[src/rtl/m_ext_frontend.sv]
// Issue/sequencing front end for the M-extension unit: a counter-paced multiplier,
// control of an external iterative divider, and a one-entry cache of the last division.
module m_ext_frontend #(
  parameter int MUL_LAT      = 2,
  parameter bit DIV_CACHE_EN = 1'b1
) (
  input  logic        clk,
  input  logic        rst,
  input  logic        req_valid,
  input  logic [2:0]  funct3,
  input  logic [31:0] rs1,
  input  logic [31:0] rs2,
  input  logic        flush,
  output logic        busy,
  output logic        resp_valid,
  output logic [31:0] result,
  output logic        div_start,
  output logic [31:0] div_dividend,
  output logic [31:0] div_divisor,
  output logic [2:0]  div_funct3,
  input  logic        div_done,
  input  logic [31:0] div_quotient,
  input  logic [31:0] div_remainder
);
  localparam int CW = (MUL_LAT > 1) ? $clog2(MUL_LAT) : 1;

  typedef enum logic [2:0] {
    S_IDLE, S_MUL, S_DIV_ISSUE, S_DIV_WAIT, S_DRAIN, S_DONE
  } state_t;

  state_t        state, state_n;
  logic [CW-1:0] cnt;
  logic [31:0]   op_a, op_b;
  logic [2:0]    op_f3;
  logic          c_valid, c_unsigned;
  logic [31:0]   c_rs1, c_rs2, c_quot, c_rem;

  logic          accept, cache_hit, capture, cache_load;
  logic [31:0]   cap_val, mul_res, div_res;
  logic          a_sign, b_sign;
  logic signed [63:0] ext_a, ext_b, product;

  // Handshake: a request is taken in IDLE when req_valid=1 and flush=0; the EX stage
  // holds its inputs while busy=1 and advances in the cycle resp_valid=1 (busy=0).
  assign accept    = (state == S_IDLE) && req_valid && !flush;
  assign cache_hit = DIV_CACHE_EN && c_valid && (rs1 == c_rs1) && (rs2 == c_rs2)
                     && (funct3[0] == c_unsigned);

  assign div_dividend = op_a;
  assign div_divisor  = op_b;
  assign div_funct3   = op_f3;

  // mulh sign-extends both operands, mulhsu only A; low 64 bits of the 33x33 product suffice.
  assign a_sign  = ((op_f3[1:0] == 2'b01) || (op_f3[1:0] == 2'b10)) && op_a[31];
  assign b_sign  = (op_f3[1:0] == 2'b01) && op_b[31];
  assign ext_a   = {{32{a_sign}}, op_a};
  assign ext_b   = {{32{b_sign}}, op_b};
  assign product = ext_a * ext_b;
  assign mul_res = (op_f3[1:0] == 2'b00) ? product[31:0] : product[63:32];
  assign div_res = op_f3[1] ? div_remainder : div_quotient;

  always_comb begin
    state_n    = state;
    busy       = 1'b0;
    resp_valid = 1'b0;
    div_start  = 1'b0;
    capture    = 1'b0;
    cache_load = 1'b0;
    cap_val    = '0;
    case (state)
      S_IDLE: begin
        busy = req_valid && !flush;
        if (accept) begin
          if (!funct3[2]) begin
            state_n = S_MUL;
          end else if (cache_hit) begin
            state_n = S_DONE;
            capture = 1'b1;
            cap_val = funct3[1] ? c_rem : c_quot;
          end else begin
            state_n = S_DIV_ISSUE;
          end
        end
      end
      S_MUL: begin
        busy = 1'b1;
        if (flush) begin
          state_n = S_IDLE;
        end else if (cnt == '0) begin
          state_n = S_DONE;
          capture = 1'b1;
          cap_val = mul_res;
        end
      end
      S_DIV_ISSUE, S_DIV_WAIT: begin
        busy      = 1'b1;
        div_start = (state == S_DIV_ISSUE);
        if (div_done) begin
          if (flush) begin
            state_n = S_IDLE;
          end else begin
            state_n    = S_DONE;
            capture    = 1'b1;
            cache_load = 1'b1;
            cap_val    = div_res;
          end
        end else if (flush) begin
          // The divider is still running; wait it out so the next start finds it idle.
          state_n = S_DRAIN;
        end else begin
          state_n = S_DIV_WAIT;
        end
      end
      S_DRAIN: begin
        busy = req_valid;
        if (div_done) state_n = S_IDLE;
      end
      S_DONE: begin
        resp_valid = !flush;
        state_n    = S_IDLE;
      end
      default: state_n = S_IDLE;
    endcase
  end

  always_ff @(posedge clk) begin
    if (!rst) begin
      state      <= S_IDLE;
      cnt        <= '0;
      result     <= '0;
      op_a       <= '0;
      op_b       <= '0;
      op_f3      <= '0;
      c_valid    <= 1'b0;
      c_unsigned <= 1'b0;
      c_rs1      <= '0;
      c_rs2      <= '0;
      c_quot     <= '0;
      c_rem      <= '0;
    end else begin
      state <= state_n;
      if (accept) begin
        op_a  <= rs1;
        op_b  <= rs2;
        op_f3 <= funct3;
        cnt   <= CW'(MUL_LAT - 1);
      end else if (state == S_MUL) begin
        cnt <= cnt - CW'(1);
      end
      if (capture) result <= cap_val;
      if (cache_load) begin
        c_valid    <= 1'b1;
        c_rs1      <= op_a;
        c_rs2      <= op_b;
        c_unsigned <= op_f3[0];
        c_quot     <= div_quotient;
        c_rem      <= div_remainder;
      end
    end
  end
endmodule

[config.mk]
export PLATFORM = sky130hd
export DESIGN_NAME = m_ext_frontend
export DESIGN_NICKNAME = d
export VERILOG_FILES = /design/src/rtl/m_ext_frontend.sv
export SDC_FILE = /design/constraint.sdc
export NUM_CORES = 2
export LEC_CHECK = 0
export ABC_AREA = 1
export CAP_MARGIN = 20
export CORE_ASPECT_RATIO = 1.4
export CORE_UTILIZATION = 25
export CTS_CLUSTER_SIZE = 12
export DETAILED_ROUTE_END_ITERATION = 10
export PLACE_DENSITY = 0.49
export REMOVE_ABC_BUFFERS = 1
export SLEW_MARGIN = 0
export SYNTH_ARGS = -nofsm -noshare
export SYNTH_HDL_FRONTEND = slang
export SYNTH_SLANG_ARGS = --single-unit
[constraint.sdc]
create_clock -name clk -period 8.7 [get_ports clk]
set_clock_uncertainty 0.1 [all_clocks]
set_input_delay 0.87 -clock clk [delete_from_list [all_inputs] [get_ports clk]]
set_output_delay 0.87 -clock clk [all_outputs]
set_load 0.01 [all_outputs]
-- Word-level counts from Yosys, hierarchy flattened
Index checks and enable logic that the tools add are counted.
- output and inout port bits: 102
- memory bits (writable): 0
- ROM bits: 0
- bits of input ports: 136
- latch bits: 0
- memories: 0
- flip-flop bits (word level): 233
- logic and storage cells: 78
- divide/modulo/power cells: 0
- multiply operators: 1
- shift operators: 0
- mux-type cells: 35
- equal/unequal tests: 13
- reduce and logical (&&, ||, !) cells: 16
- add/subtract/negate cells: 1
- bitwise logic cells: 0
- magnitude comparators: 0
- operator list (cell ; count):
    $mux W32 ; 10
    $pmux W32 S3 ; 1
    $eq A32 B32 Y1 ; 2
    $mul A33 B33 Y64 ; 1
    $mux W3 ; 9
    $mux W1 ; 12
    $pmux W3 S4 ; 1
    $logic_and A1 B1 Y1 ; 8
    $eq A3 B2 Y1 const B ; 2
    $eq A3 B3 Y1 const B ; 2
    $pmux W1 S3 ; 2
    $ne A2 B2 Y1 const B ; 2
    $eq A3 B1 Y1 const B ; 1
    $logic_not A3 Y1 ; 1
    $ne A3 B3 Y1 const B ; 1
    $reduce_and A3 Y1 ; 1
    $reduce_or A3 Y1 ; 1
    $eq A2 B1 Y1 const B ; 1
    $eq A2 B2 Y1 const B ; 1
    $logic_not A2 Y1 ; 1
    $reduce_bool A2 Y1 ; 1
    $reduce_or A2 Y1 ; 1
    $eq A1 B1 Y1 ; 1
    $logic_not A1 Y1 ; 1
    2 further kinds ; 2

-- Longest topological paths before layout
- depth in word-level cells: 8
- depth in mapped cells: 39

-- Worst setup path before layout
No wires, ideal clock.
- kind: flip-flop to flip-flop
- from: reg op_f3[1] (netlist: div_funct3[1])
- to: reg result[31]
- setup slack: 0.432 ns
- required time: 8.481 ns
- buffers on the path: 2
- cell stages (with the launch flop): 36
- data arrival time: 8.049 ns
- cell sequence: dfxtp_1 -> inv_2 -> clkbuf_1 -> ha_1 -> nand2_1 -> inv_1 -> clkbuf_1 -> nand2_1 -> inv_1 -> fa_1 -> inv_1 -> fa_1 -> inv_1 -> fa_1 -> inv_1 -> fa_1 -> fa_1 -> inv_1 -> fa_1 -> inv_1 -> fa_1 -> fa_1 -> inv_1 -> ha_1 -> nand2_1 -> nor3_1 -> inv_1 -> nor2_1 -> and3_1 -> nand2_1 -> nand2_1 -> nand3_1 -> nand2_1 -> nand2_1 -> nand2_1 -> a21oi_1
- cells in the longest elaborated chain, start to end: 8
- elaborated cells on any way between the ends: 14
- classes of those cells: mul (1); eq/ne (2); mux (7); reduce/logical (4)
- RTL lines (item ; line ; source):
    from (decl) ; 34 ; logic [2:0] op_f3;
    from (signal assigned) ; 145 ; op_f3 <= funct3;
    $eq A2 B1 Y1 or $eq A2 B2 Y1 (tied branches) ; 54, 55 ;
    $logic_or A1 B1 Y1 ; 54 ; assign a_sign = ((op_f3[1:0] == 2'b01) || (op_f3[1:0] == 2'b10)) && op_a[31];
    $logic_and A1 B1 Y1 ; 54 ;
    $mul A33 B33 Y64 ; 58 ; assign product = ext_a * ext_b;
    $mux W32 ; 59 ; assign mul_res = (op_f3[1:0] == 2'b00) ? product[31:0] : product[63:32];
    $mux W32 ; 89 ; end else if (cnt == '0) begin
    $mux W32 ; 87 ; if (flush) begin
    $pmux W32 S3 (*) ; 70 ; case (state)
    to (signal assigned) ; 150 ; if (capture) result <= cap_val;
    to (decl) ; 16 ; output logic [31:0] result,
Mark *: on every way between the ends. The rest lies on a longest branch, timed or not.
A chain may end at the register's enable or synchronous reset.

-- Final worst setup path
- from: reg op_f3[0] (netlist: div_funct3[0])
- to: reg result[16]
- cells in the longest elaborated chain, start to end: 8
- elaborated cells on any way between the ends: 11
- classes of those cells: mul (1); eq/ne (2); mux (4); reduce/logical (4)
- RTL lines (item ; line):
    $eq A2 B1 Y1 or $eq A2 B2 Y1 (tied branches) ; 54, 55
    $logic_or A1 B1 Y1 ; 54
    $logic_and A1 B1 Y1 ; 54
    $mul A33 B33 Y64 ; 58
    $mux W32 (*) ; 59
    $mux W32 (*) ; 89
    $mux W32 (*) ; 87
    $pmux W32 S3 (*) ; 70
Marks and branches as above.

==> summary.md <==
| Metric | Value |
|---|---|
| Synth Instances | `7024` |
| Placed inst area | `57500 sq um` |
| Post-DP HPWL | `164 mm` |
| Multi-input gate area | `38700 sq um` |
| Largest family of logic cells by synthesized area | `adder cells` |
| ANT nets after route | `0` |
| Port bufs | `237` |
| EDFF count, synth | `0` |
| Grt ovf | `0` |
| Switch share | `52.9%` |
| Die Area | `210000 sq um` |
| Layout net count | `8552` |
| Avg WL per Cell | `19.8 microns` |
| Worst-margin pin slew | `0.934 ns` |
| Total GRT Usage | `18.7%` |
| Final GP Congestion | `0.948` |
| Synth unique cells | `42` |
| Seq/Total Area, Yosys | `8.98%` |
| HP Class | `flop to flop` |
| Synth top area cells | `fa_1 (43%), inv_1 (14%), nand2_1 (14%)` |
| Clock Path Buffers | `3` |
| Clk_lat worst skew | `0.60 ns` |
| TritonCTS clock tree | `yes` |
| Crit Path Max Fanout | `7` |
| Area Overhead vs Synth | `12.5%` |
| FF+latch count, synth | `233` |
| Ys Warns | `0` |
| WS Path Type | `flop to flop` |
| Post-synthesis mux area share | `0%` |
| Hold Buf Count CTS | `0` |
| Design area | `58400 sq um` |
| Final Hold Slack | `0.348 ns` |
| Asr flop ratio synth | `0%` |
| Comb pwr share | `66.3%` |
| Fmax | `120 MHz` |
| Vias per cell | `4.48` |
| Crit start category | `flop` |
| Clk slew on worst S/H paths | `0.07 ns` |
| Number of remaining DRC errors | `0` |
| Die W | `387 microns` |
| Pwr per Cell Area | `122 nW/um^2` |
| Largest net degree at the start of global routing | `101` |
| VDD IR-drop max | `0.123 mV` |
| Vias in the first global route | `48300` |
| Core area | `206000 sq um` |
| Ratio of cells with drive above 1 in the final layout | `4.26%` |
| H-tree levels | `1` |
| Synth top area share | `43.4%` |
| Synth Area in XOR/XNOR | `0.301%` |
| Status | `complete, no violations` |
| Worst Setup Slack, final | `0.350 ns` |
| Max Slew Vio Count | `0` |
| Avg Cell Area, Syn | `7.40 sq um` |
| Post-synthesis simple-gate area fraction | `19.1%` |
| Final Hold Viols | `0` |
| P_sw | `3.79 mW` |
| Fraction of the mapped netlist area in adder cells | `48.6%` |
| Final Setup Violations | `0` |
| Primary FF master, synth | `dfxtp_1` |
| Routed WL | `193 mm` |
| First-pass GRT wire length | `299 mm` |
| Register area | `4720 sq um` |
| Slew HR | `37.7%` |
| Clk root buf | `clkbuf_16` |
| Clock sinks | `233` |
| Initial antenna violation count | `2` |
| Mapped Area | `51900 sq um` |
| Int Power | `3.37 mW` |
| Compound-Gate Fraction of Synth Area | `6.49%` |
| Crit path DAT | `8.70 ns` |
| RSZ-0062 raised after global routing | `no` |
| Count leader, synth | `inv_1` |
| CP max-delay cell | `fa_2` |
| Clock Power Share | `15.6%` |
| CP required | `9.05 ns` |
| CP peak stage delay | `0.63 ns` |
| Vias | `43800` |
| Pre-CTS setup slack | `-0.000444 ns` |
| Fin crit period | `8.35 ns` |
| Synth cell count leaders | `inv_1 (1890), nand2_1 (1869), fa_1 (1125)` |
| Part of the cycle the worst path needs | `96.0%` |
| Pre-antenna DRT Iters | `5` |
| Static leakage | `29.5 nW` |
| Utilization after layout | `28.4%` |
| Largest area contributor in the netlist | `fa_1` |
| Setup TNS Final | `0 ns` |
| Initial Util | `25.2%` |
| 1st-iter DRT viols | `2014` |
| Total CTS buffers | `25` |
| # rows | `197` |
| MaxCap Viol Count | `0` |
| Vert. Die Dim | `541 microns` |
| # fillers | `22600` |
| Critical path endpoint category | `flop` |
| Sequential power share | `18.1%` |
| IO Count | `238` |
-- path summary, 6_finish.rpt --
path,start,endpoint,slack (ns),depth (start not counted)
worst max-delay path,div_funct3[0],result[16],0.35,30
worst min-delay path,c_quot[5],c_quot[5],0.35,2
worst max register to register,div_funct3[0],result[16],0.35,30
worst min register to register,c_quot[5],c_quot[5],0.35,2
-- metal layers --
| metal | global-route usage (%) | routed length (microns) | up-vias |
|---|---|---|---|
| met5 | 0 | 0 | - |
| met4 | 5.26 | 5630 | 0 |
| met3 | 1.12 | 5090 | 229 |
| met2 | 36.6 | 106000 | 880 |
| met1 | 21.7 | 76600 | 22500 |
| li1 | - | - | 20100 |
-- through the flow --
step           total power, mW  std cells
2_1_floorplan             3.83       6657
3_3_place_gp              6.11       9726
3_5_place_dp              6.07       9726
4_1_cts                   7.27       9766
5_1_grt                   7.74       9772
6_report                  7.16       9772
-- worst max-delay path, delay by kind of cell (launching register included) --
| kind | cells | cell delay (ns) |
|---|---|---|
| DFF | 1 | 0.33 |
| buffers and inverters | 9 | 0.92 |
| and+or+nand+nor | 8 | 1.21 |
| adders and majority gates | 10 | 4.92 |
| AOI/OAI and AO/OA | 3 | 0.71 |
-- sequential cells by signal (all words and copies together) (netlist names) --
register	cells
div_divisor	32
c_rs2	32
c_valid	1
cnt	1
c_rs1	32
c_quot	32
c_unsigned	1
div_funct3	3
c_rem	32
div_dividend	32
state	3
result	32
-- cell type report --
| cell class | count | area share [%] |
|---|---|---|
| clock inverter | 7 | 0.201 |
| inverter | 1907 | 12.3 |
| sequential | 233 | 8.07 |
| antenna | 1 | 0.00428 |
| timing repair buffer | 391 | 6.26 |
| multi-input combinational | 4517 | 66.3 |
| tap | 2686 | 5.75 |
| clock buffer | 30 | 1.12 |
-- what timing repair did --
item                                    4_1_cts  5_1_grt
gates resized for setup                       1       17
setup buffers                                 3        5
endpoints found under the setup margin        1       23
-- cells in the final DEF (no fill, tap or decap), types with 16 or more instances in the layout --
cell | Yosys | layout
o211ai_1 | 33 | 33
nand4_1 | 52 | 52
buf_4 | 3 | 144
nand2_1 | 1869 | 1867
clkbuf_16 | 0 | 25
a21oi_1 | 287 | 286
dfxtp_2 | 0 | 42
or2_2 | 18 | 18
o21bai_1 | 19 | 19
o21ai_0 | 283 | 283
nor2_1 | 405 | 400
dfxtp_1 | 233 | 191
o21ai_1 | 16 | 16
nand3_1 | 121 | 121
clkdlybuf4s50_1 | 0 | 236
fa_1 | 1125 | 1123
ha_1 | 216 | 210
nor3_1 | 21 | 19
inv_2 | 16 | 16
inv_1 | 1890 | 1888
-- power groups by stage --
stage          sequential (mW)  combinational [mW]  clock, mW
2_1_floorplan             1.35                2.48          0
3_3_place_gp              1.32                4.79          0
3_5_place_dp              1.32                4.76          0
4_1_cts                   1.29                4.82       1.15
5_1_grt                   1.30                5.25       1.18
6_report                  1.29                4.74       1.12
-- cell families after synthesis --
kind of cell / after synthesis
AOI/OAI and AO/OA: 644
xor gates and xnor gates: 17
adders and majority gates: 1341
buffers and inverters: 2274
DFF: 233
and+or+nand+nor: 2515
(Power assumes the default switching activity.)
